--- config.mk ---
export PLATFORM = sky130hd
export DESIGN_NAME = ddt_write_ctrl_flat
export DESIGN_NICKNAME = d
export VERILOG_FILES = /design/src/rtl/ddt_pkg.sv /design/src/rtl/ddt_write_ctrl_if.sv /design/src/rtl/ddt_edge_det.sv /design/src/rtl/ddt_write_ctrl.sv /design/src/flat_wrapper.sv
export SDC_FILE = /design/constraint.sdc
export NUM_CORES = 1
export LEC_CHECK = 0
export CORE_MARGIN = 10
export CORE_UTILIZATION = 49
export DETAILED_ROUTE_END_ITERATION = 8
export PLACE_DENSITY = 0.84
export SYNTH_ARGS = -nofsm -noshare
export SYNTH_HDL_FRONTEND = slang
export SYNTH_HIERARCHICAL = 1
export SYNTH_SLANG_ARGS = --single-unit
export TNS_END_PERCENT = 50
--- constraint.sdc ---
create_clock -name DDT_Clock -period 4 [get_ports DDT_Clock]
set_input_delay 0.8 -clock DDT_Clock [delete_from_list [all_inputs] [get_ports DDT_Clock]]
set_output_delay 0.8 -clock DDT_Clock [all_outputs]
set_load 0.02 [all_outputs]
--- src/rtl/ddt_pkg.sv ---
// ddt_pkg: shared FSM state encoding, WE_Cnt phase codes and default frame geometry
// for the DDT write-side controller (ddt_write_ctrl, ddt_edge_det).
package ddt_pkg;
  typedef enum logic [1:0] {IDLE = 2'd0, WAIT_VS = 2'd1, CAPTURE = 2'd2, PARK = 2'd3} ddt_state_e;
  localparam logic [1:0] WECNT_CLR  = 2'b00;
  localparam logic [1:0] WECNT_RUN  = 2'b01;
  localparam logic [1:0] WECNT_PARK = 2'b10;
  localparam int SOURCE_NUM_DEF = 1024;
  localparam int LINE_NUM_DEF   = 768;
endpackage

--- src/rtl/ddt_write_ctrl_if.sv ---
// ddt_write_ctrl_if: DDT input bus plus SRAM write-side control outputs.
// master: DDT source side (drives DDT_VS/DDT_DE/DDT_Data/Frame_Req, observes controls).
// slave : ddt_write_ctrl (samples DDT inputs, drives EN/WE/WE_Cnt/pipeline/pulses).
interface ddt_write_ctrl_if #(parameter int DATA_W = 27);
  logic              DDT_VS;
  logic              DDT_DE;
  logic [DATA_W-1:0] DDT_Data;
  logic              Frame_Req;
  logic              EN;
  logic              WE;
  logic              WE_Delay2;
  logic [DATA_W-1:0] Data_IN_Delay2;
  logic              DDT_DE_Delay1;
  logic              Line_Change;
  logic              Addr_Jump;
  logic [15:0]       DDT_Line_Cnt;
  logic [1:0]        WE_Cnt;
  logic              Frame_Done;
  modport master (
    output DDT_VS, DDT_DE, DDT_Data, Frame_Req,
    input  EN, WE, WE_Delay2, Data_IN_Delay2, DDT_DE_Delay1, Line_Change, Addr_Jump,
           DDT_Line_Cnt, WE_Cnt, Frame_Done
  );
  modport slave (
    input  DDT_VS, DDT_DE, DDT_Data, Frame_Req,
    output EN, WE, WE_Delay2, Data_IN_Delay2, DDT_DE_Delay1, Line_Change, Addr_Jump,
           DDT_Line_Cnt, WE_Cnt, Frame_Done
  );
endinterface

--- src/rtl/ddt_edge_det.sv ---
// ddt_edge_det: registered rise/fall detector on the falling edge of DDT_Clock.
// Ports: DDT_Clock, Reset (async, active-low), d (input level), q (d one cycle late),
// rise = d & !q, fall = !d & q.
module ddt_edge_det (
  input  logic DDT_Clock,
  input  logic Reset,
  input  logic d,
  output logic q,
  output logic rise,
  output logic fall
);
  always_ff @(negedge DDT_Clock or negedge Reset)
    if (!Reset) q <= 1'b0;
    else q <= d;
  assign rise = d & !q;
  assign fall = !d & q;
endmodule

--- src/rtl/ddt_write_ctrl.sv ---
// ddt_write_ctrl: DDT capture front-end; registers pixels through a 2-stage pipeline and
// generates SRAM write-side control (EN/WE mode, WE_Cnt phase, line count, pulses).
// Ports: DDT_Clock (falling-edge clock), Reset (async, active-low), bus (ddt_write_ctrl_if.slave).
// Build option: DDT_CONT_CAPTURE_EN - when defined, PARK returns to WAIT_VS for continuous capture.
module ddt_write_ctrl
  import ddt_pkg::*;
#(
  parameter int SOURCE_NUM = SOURCE_NUM_DEF,
  parameter int LINE_NUM   = LINE_NUM_DEF,
  parameter int DATA_W     = 27,
  parameter int PARK_CYC   = 3
) (
  input logic DDT_Clock,
  input logic Reset,
  ddt_write_ctrl_if.slave bus
);
  localparam int PW = $clog2(PARK_CYC);
`ifdef DDT_CONT_CAPTURE_EN
  localparam ddt_state_e PARK_EXIT = WAIT_VS;
`else
  localparam ddt_state_e PARK_EXIT = IDLE;
`endif
  if (LINE_NUM < 1 || LINE_NUM > 65535 || PARK_CYC < 2 || SOURCE_NUM * LINE_NUM > (1 << 21)) begin : g_bad_cfg
    $error("ddt_write_ctrl: illegal SOURCE_NUM/LINE_NUM/PARK_CYC combination");
  end
  ddt_state_e state, nxt;
  logic vs_q, vs_rise, vs_fall, de_q, de_rise, de_fall;
  logic [DATA_W-1:0] data_d1, data_d2;
  logic de_d2, restart, frame_valid, line_change, addr_jump, frame_done;
  logic [15:0] line_cnt;
  logic [PW-1:0] park_cnt;
  logic en, we, cap, line_end, last_line, park_done, vs_restart;
  logic [1:0] we_cnt;
  logic unused_edges;
  ddt_edge_det u_vs (.DDT_Clock(DDT_Clock), .Reset(Reset), .d(bus.DDT_VS), .q(vs_q), .rise(vs_rise), .fall(vs_fall));
  ddt_edge_det u_de (.DDT_Clock(DDT_Clock), .Reset(Reset), .d(bus.DDT_DE), .q(de_q), .rise(de_rise), .fall(de_fall));
  assign unused_edges = ^{vs_q, vs_fall, de_rise};
  // A VS rise in CAPTURE restarts the frame and swallows a coincident line end.
  assign vs_restart = state == CAPTURE && vs_rise;
  assign line_end   = state == CAPTURE && de_fall && !vs_rise;
  assign last_line  = line_cnt == 16'(LINE_NUM - 1);
  assign park_done  = state == PARK && park_cnt == PW'(PARK_CYC - 1);
  assign cap        = state == CAPTURE || state == PARK;
  always_ff @(negedge DDT_Clock or negedge Reset)
    if (!Reset) state <= IDLE;
    else state <= nxt;
  always_comb begin
    nxt    = state;
    en     = 1'b0;
    we     = 1'b0;
    we_cnt = WECNT_CLR;
    case (state)
      IDLE: begin
        nxt = bus.Frame_Req ? WAIT_VS : IDLE;
        en  = !frame_valid;
        we  = 1'b1;
      end
      WAIT_VS: nxt = vs_rise ? CAPTURE : WAIT_VS;
      CAPTURE: begin
        nxt    = line_end && last_line ? PARK : CAPTURE;
        we_cnt = restart ? WECNT_CLR : WECNT_RUN;
      end
      PARK: begin
        nxt    = park_done ? PARK_EXIT : PARK;
        we_cnt = WECNT_PARK;
      end
    endcase
  end
  always_ff @(negedge DDT_Clock or negedge Reset)
    if (!Reset) begin
      data_d1     <= '0;
      data_d2     <= '0;
      de_d2       <= 1'b0;
      restart     <= 1'b0;
      line_change <= 1'b0;
      addr_jump   <= 1'b0;
      frame_done  <= 1'b0;
      line_cnt    <= '0;
      park_cnt    <= '0;
      frame_valid <= 1'b0;
    end else begin
      data_d1     <= bus.DDT_Data;
      data_d2     <= data_d1;
      de_d2       <= de_q;
      restart     <= vs_restart;
      line_change <= line_end;
      addr_jump   <= line_change && line_cnt < 16'(LINE_NUM);
      frame_done  <= line_end && last_line;
      line_cnt    <= nxt == WAIT_VS || vs_restart ? '0 : line_end ? line_cnt + 16'd1 : line_cnt;
      park_cnt    <= state == PARK ? park_cnt + 1'b1 : '0;
      frame_valid <= frame_valid | park_done;
    end
  assign bus.EN             = en;
  assign bus.WE             = we;
  assign bus.WE_Cnt         = we_cnt;
  assign bus.Data_IN_Delay2 = data_d2;
  assign bus.DDT_DE_Delay1  = de_q & cap;
  assign bus.WE_Delay2      = de_d2 & cap;
  assign bus.Line_Change    = line_change;
  assign bus.Addr_Jump      = addr_jump;
  assign bus.DDT_Line_Cnt   = line_cnt;
  assign bus.Frame_Done     = frame_done;
endmodule

--- src/flat_wrapper.sv ---
// flat-port wrapper written by rule: the top's interface ports become plain ports
module ddt_write_ctrl_flat import ddt_pkg::*;
#(
  parameter int SOURCE_NUM = SOURCE_NUM_DEF,
  parameter int LINE_NUM   = LINE_NUM_DEF,
  parameter int DATA_W     = 27,
  parameter int PARK_CYC   = 3
)
  (DDT_Clock, Reset, bus_DDT_VS, bus_DDT_DE, bus_DDT_Data, bus_Frame_Req, bus_EN, bus_WE, bus_WE_Delay2, bus_Data_IN_Delay2, bus_DDT_DE_Delay1, bus_Line_Change, bus_Addr_Jump, bus_DDT_Line_Cnt, bus_WE_Cnt, bus_Frame_Done);
  ddt_write_ctrl_if #(.DATA_W(DATA_W)) bus_i ();
  input logic DDT_Clock;
  input logic Reset;
  input wire logic [$bits(bus_i.DDT_VS)-1:0] bus_DDT_VS;
  input wire logic [$bits(bus_i.DDT_DE)-1:0] bus_DDT_DE;
  input wire logic [$bits(bus_i.DDT_Data)-1:0] bus_DDT_Data;
  input wire logic [$bits(bus_i.Frame_Req)-1:0] bus_Frame_Req;
  output wire logic [$bits(bus_i.EN)-1:0] bus_EN;
  output wire logic [$bits(bus_i.WE)-1:0] bus_WE;
  output wire logic [$bits(bus_i.WE_Delay2)-1:0] bus_WE_Delay2;
  output wire logic [$bits(bus_i.Data_IN_Delay2)-1:0] bus_Data_IN_Delay2;
  output wire logic [$bits(bus_i.DDT_DE_Delay1)-1:0] bus_DDT_DE_Delay1;
  output wire logic [$bits(bus_i.Line_Change)-1:0] bus_Line_Change;
  output wire logic [$bits(bus_i.Addr_Jump)-1:0] bus_Addr_Jump;
  output wire logic [$bits(bus_i.DDT_Line_Cnt)-1:0] bus_DDT_Line_Cnt;
  output wire logic [$bits(bus_i.WE_Cnt)-1:0] bus_WE_Cnt;
  output wire logic [$bits(bus_i.Frame_Done)-1:0] bus_Frame_Done;
  assign bus_i.DDT_VS = bus_DDT_VS;
  assign bus_i.DDT_DE = bus_DDT_DE;
  assign bus_i.DDT_Data = bus_DDT_Data;
  assign bus_i.Frame_Req = bus_Frame_Req;
  assign bus_EN = bus_i.EN;
  assign bus_WE = bus_i.WE;
  assign bus_WE_Delay2 = bus_i.WE_Delay2;
  assign bus_Data_IN_Delay2 = bus_i.Data_IN_Delay2;
  assign bus_DDT_DE_Delay1 = bus_i.DDT_DE_Delay1;
  assign bus_Line_Change = bus_i.Line_Change;
  assign bus_Addr_Jump = bus_i.Addr_Jump;
  assign bus_DDT_Line_Cnt = bus_i.DDT_Line_Cnt;
  assign bus_WE_Cnt = bus_i.WE_Cnt;
  assign bus_Frame_Done = bus_i.Frame_Done;
  ddt_write_ctrl #(.SOURCE_NUM(SOURCE_NUM), .LINE_NUM(LINE_NUM), .DATA_W(DATA_W), .PARK_CYC(PARK_CYC)) u_core (.DDT_Clock(DDT_Clock), .Reset(Reset), .bus(bus_i));
endmodule
==> flow_metrics.env <==
export IMPL_status="complete, no violations"
export IMPL_slew_headroom_pct=75.4
export IMPL_r2r_slack_ns=2.13
export IMPL_power_uw=1910
export IMPL_drv_cap=0
export IMPL_clock_path_buffers=2
export IMPL_start_util_pct=51.5
export IMPL_grt_util_met3_pct=7.03
export IMPL_syn2layout_area_growth_pct=48.0
export IMPL_via_per_inst=4.79
export IMPL_worstRegToRegCells=6
export IMPL_r2r_start="u_core/state[0]"
export IMPL_r2r_end="u_core/bus.DDT_Line_Cnt[12]"
export IMPL_min_delay_start="u_core/data_d1[9]"
export IMPL_crit_arrival_ns=3.17
export IMPL_post_dp_cell_area_um2=3770
export IMPL_grtUsageMet2_pct=25.3
export IMPL_leakage_uw=0.00192
export IMPL_fin_nets=332
export IMPL_antenna_found_initial=0
export IMPL_cts_tree="yes"
export IMPL_criticalPathCategory="register to primary output"
export IMPL_drt_pass1_iter_count=4
export IMPL_worstHoldPathCells=0
export IMPL_slew_viol_final=0
export IMPL_clock_tree_htree_level_count=3
export IMPL_syn_area_per_cell_um2=15.0
export IMPL_ctsRootBufferMaster="clkbuf_8"
export IMPL_grt_total_usage_pct=14.8
export IMPL_hold_buffers=0
export IMPL_drive_above_1_share_pct=22.4
export IMPL_fin_skew_ns=0.00658
export IMPL_ir_drop_uv=373
export IMPL_cts_made_buffers=9
export IMPL_ant_nets=0
export IMPL_vias=1786
export IMPL_wl_um=6080
export IMPL_die_x_um=93.7
export IMPL_worstPathMaxFanout=6
export IMPL_ys_warnings_count=6
export IMPL_coreArea_um2=5170
export IMPL_tightest_slew_ns=0.365
export IMPL_wl_per_cell_um=16.3
export IMPL_required_ns=3.20
export IMPL_power_density_nw_per_um2=485
export IMPL_min_path_type="register to register"
export IMPL_synthesis_nets=212
export IMPL_layout_common_cells="82 x dfrtn_1, 43 x dlygate4sd2_1, 32 x buf_4, 28 x clkdlybuf4s50_1, 14 x nor2_1"
export IMPL_grt_pass1_vias=2033
export IMPL_syn_inst=178
export IMPL_die_height_um=93.7
export IMPL_mostFrequentLayoutCell="dfrtn_1"
export IMPL_cp_start_kind="register"
export IMPL_io_pins=84
export IMPL_post_dp_hpwl_um=4430
export IMPL_grt_busiest_layer="met2"
export IMPL_gr_total_overflow=0
export IMPL_synth_cell_area_um2=2660
export IMPL_finalSetupViolCount=0
export IMPL_grt_pass1_wl_um=9990
export IMPL_grt_util_met1_pct=15.2
export IMPL_clk_latency_ns=0.33
export IMPL_final_area_um2=3940
export IMPL_rows=26
export IMPL_route_detailed_drc=0
export IMPL_dp_slack_ns=-0.588
export IMPL_worst_slack_ns=0.0346
export IMPL_cp_end_kind="primary output"
export IMPL_rsz0062_at_grt="true"
export IMPL_place_congestion=0.787
export IMPL_hold_viol_final=0
export IMPL_grt_max_degree=56
export IMPL_clkTransAtPathRegs_ns=0.06
export IMPL_antenna_cells=0
export IMPL_hold_end="u_core/bus.Data_IN_Delay2[9]"
export IMPL_drt_iter0_markers=81
export IMPL_place_port_buffers=83
export IMPL_cts_sinks=82
export IMPL_die_area_um2=8780
[worst max-delay path by stage]
stage / from / endpoint / slack [ns] / depth (start not counted)
4_1_cts: u_core/state[1] / bus_WE_Cnt[0] / -0.15 / 2
3_5_place_dp: bus_DDT_DE / u_core/bus.DDT_Line_Cnt[12] / -0.59 / 6
2_1_floorplan: u_core/state[1] / bus_WE_Cnt[0] / 0.008 / 2
6_report: u_core/state[1] / bus_EN / 0.03 / 3
5_1_grt: u_core/state[1] / bus_EN / -0.01 / 3
3_3_place_gp: bus_DDT_DE / u_core/bus.DDT_Line_Cnt[12] / -0.47 / 6
[layout make-up]
cell class / instances / area [um2]
sequential: 82 / 2050
fill: 346 / 1230
timing repair buffer: 113 / 987
multi-input combinational: 86 / 584
clock buffer: 9 / 124
tap: 70 / 87.6
clock inverter: 7 / 82.6
inverter: 6 / 22.5
[what timing repair did]
| item | CTS | global route |
|---|---|---|
| pin swaps | 4 | 4 |
| setup endpoints to repair | 69 | 15 |
| resized for setup | 74 | 19 |
| setup buffers | 1 | 3 |
| hold endpoints to repair | 0 | 0 |
[power by group]
| part | switching (uW) | internal, uW | total [uW] |
|---|---|---|---|
| clock | 312 | 298 | 610 |
| sequential | 31.9 | 900 | 932 |
| combinational | 199 | 170 | 370 |
[routing by layer]
metal | share of wire, % | vias up | wire (um)
li1 | - | 842 | -
met4 | 0.82 | 0 | 50
met2 | 53 | 53 | 3210
met1 | 37 | 885 | 2250
met5 | 0 | - | 0
met3 | 9.5 | 6 | 581
[flip-flops by register name, summed over array words and instances, names as in the netlist]
name,cells
u_core/bus.Frame_Done,1
u_core/bus.Line_Change,1
u_core/bus.Data_IN_Delay2,27
u_core/u_de/q,1
u_core/bus.DDT_Line_Cnt,16
u_core/park_cnt,2
u_core/bus.Addr_Jump,1
u_core/restart,1
u_core/de_d2,1
u_core/u_vs/q,1
u_core/data_d1,27
u_core/state,2
u_core/frame_valid,1
[metrics by stage]
step | TNS [ns] | util (%) | cells | hold slack (ns)
after global placement | -7.35 | 72.9 | 353 | 0.292
after floorplan | 0 | - | 178 | 0.292
final | 0 | 76.2 | 373 | 0.294
after detailed placement | -8.52 | 72.9 | 353 | 0.295
after CTS | -0.149 | 75.6 | 370 | 0.295
after global routing | -0.0163 | 76.2 | 373 | 0.297
[worst max-delay path, cell delays in order (launching register included)]
cell,delay (ns)
dfrtn_1,0.34
buf_4,0.15
nor3_1,0.18
buf_4,0.17
No activity file was read; power rests on OpenSTA's default activity.
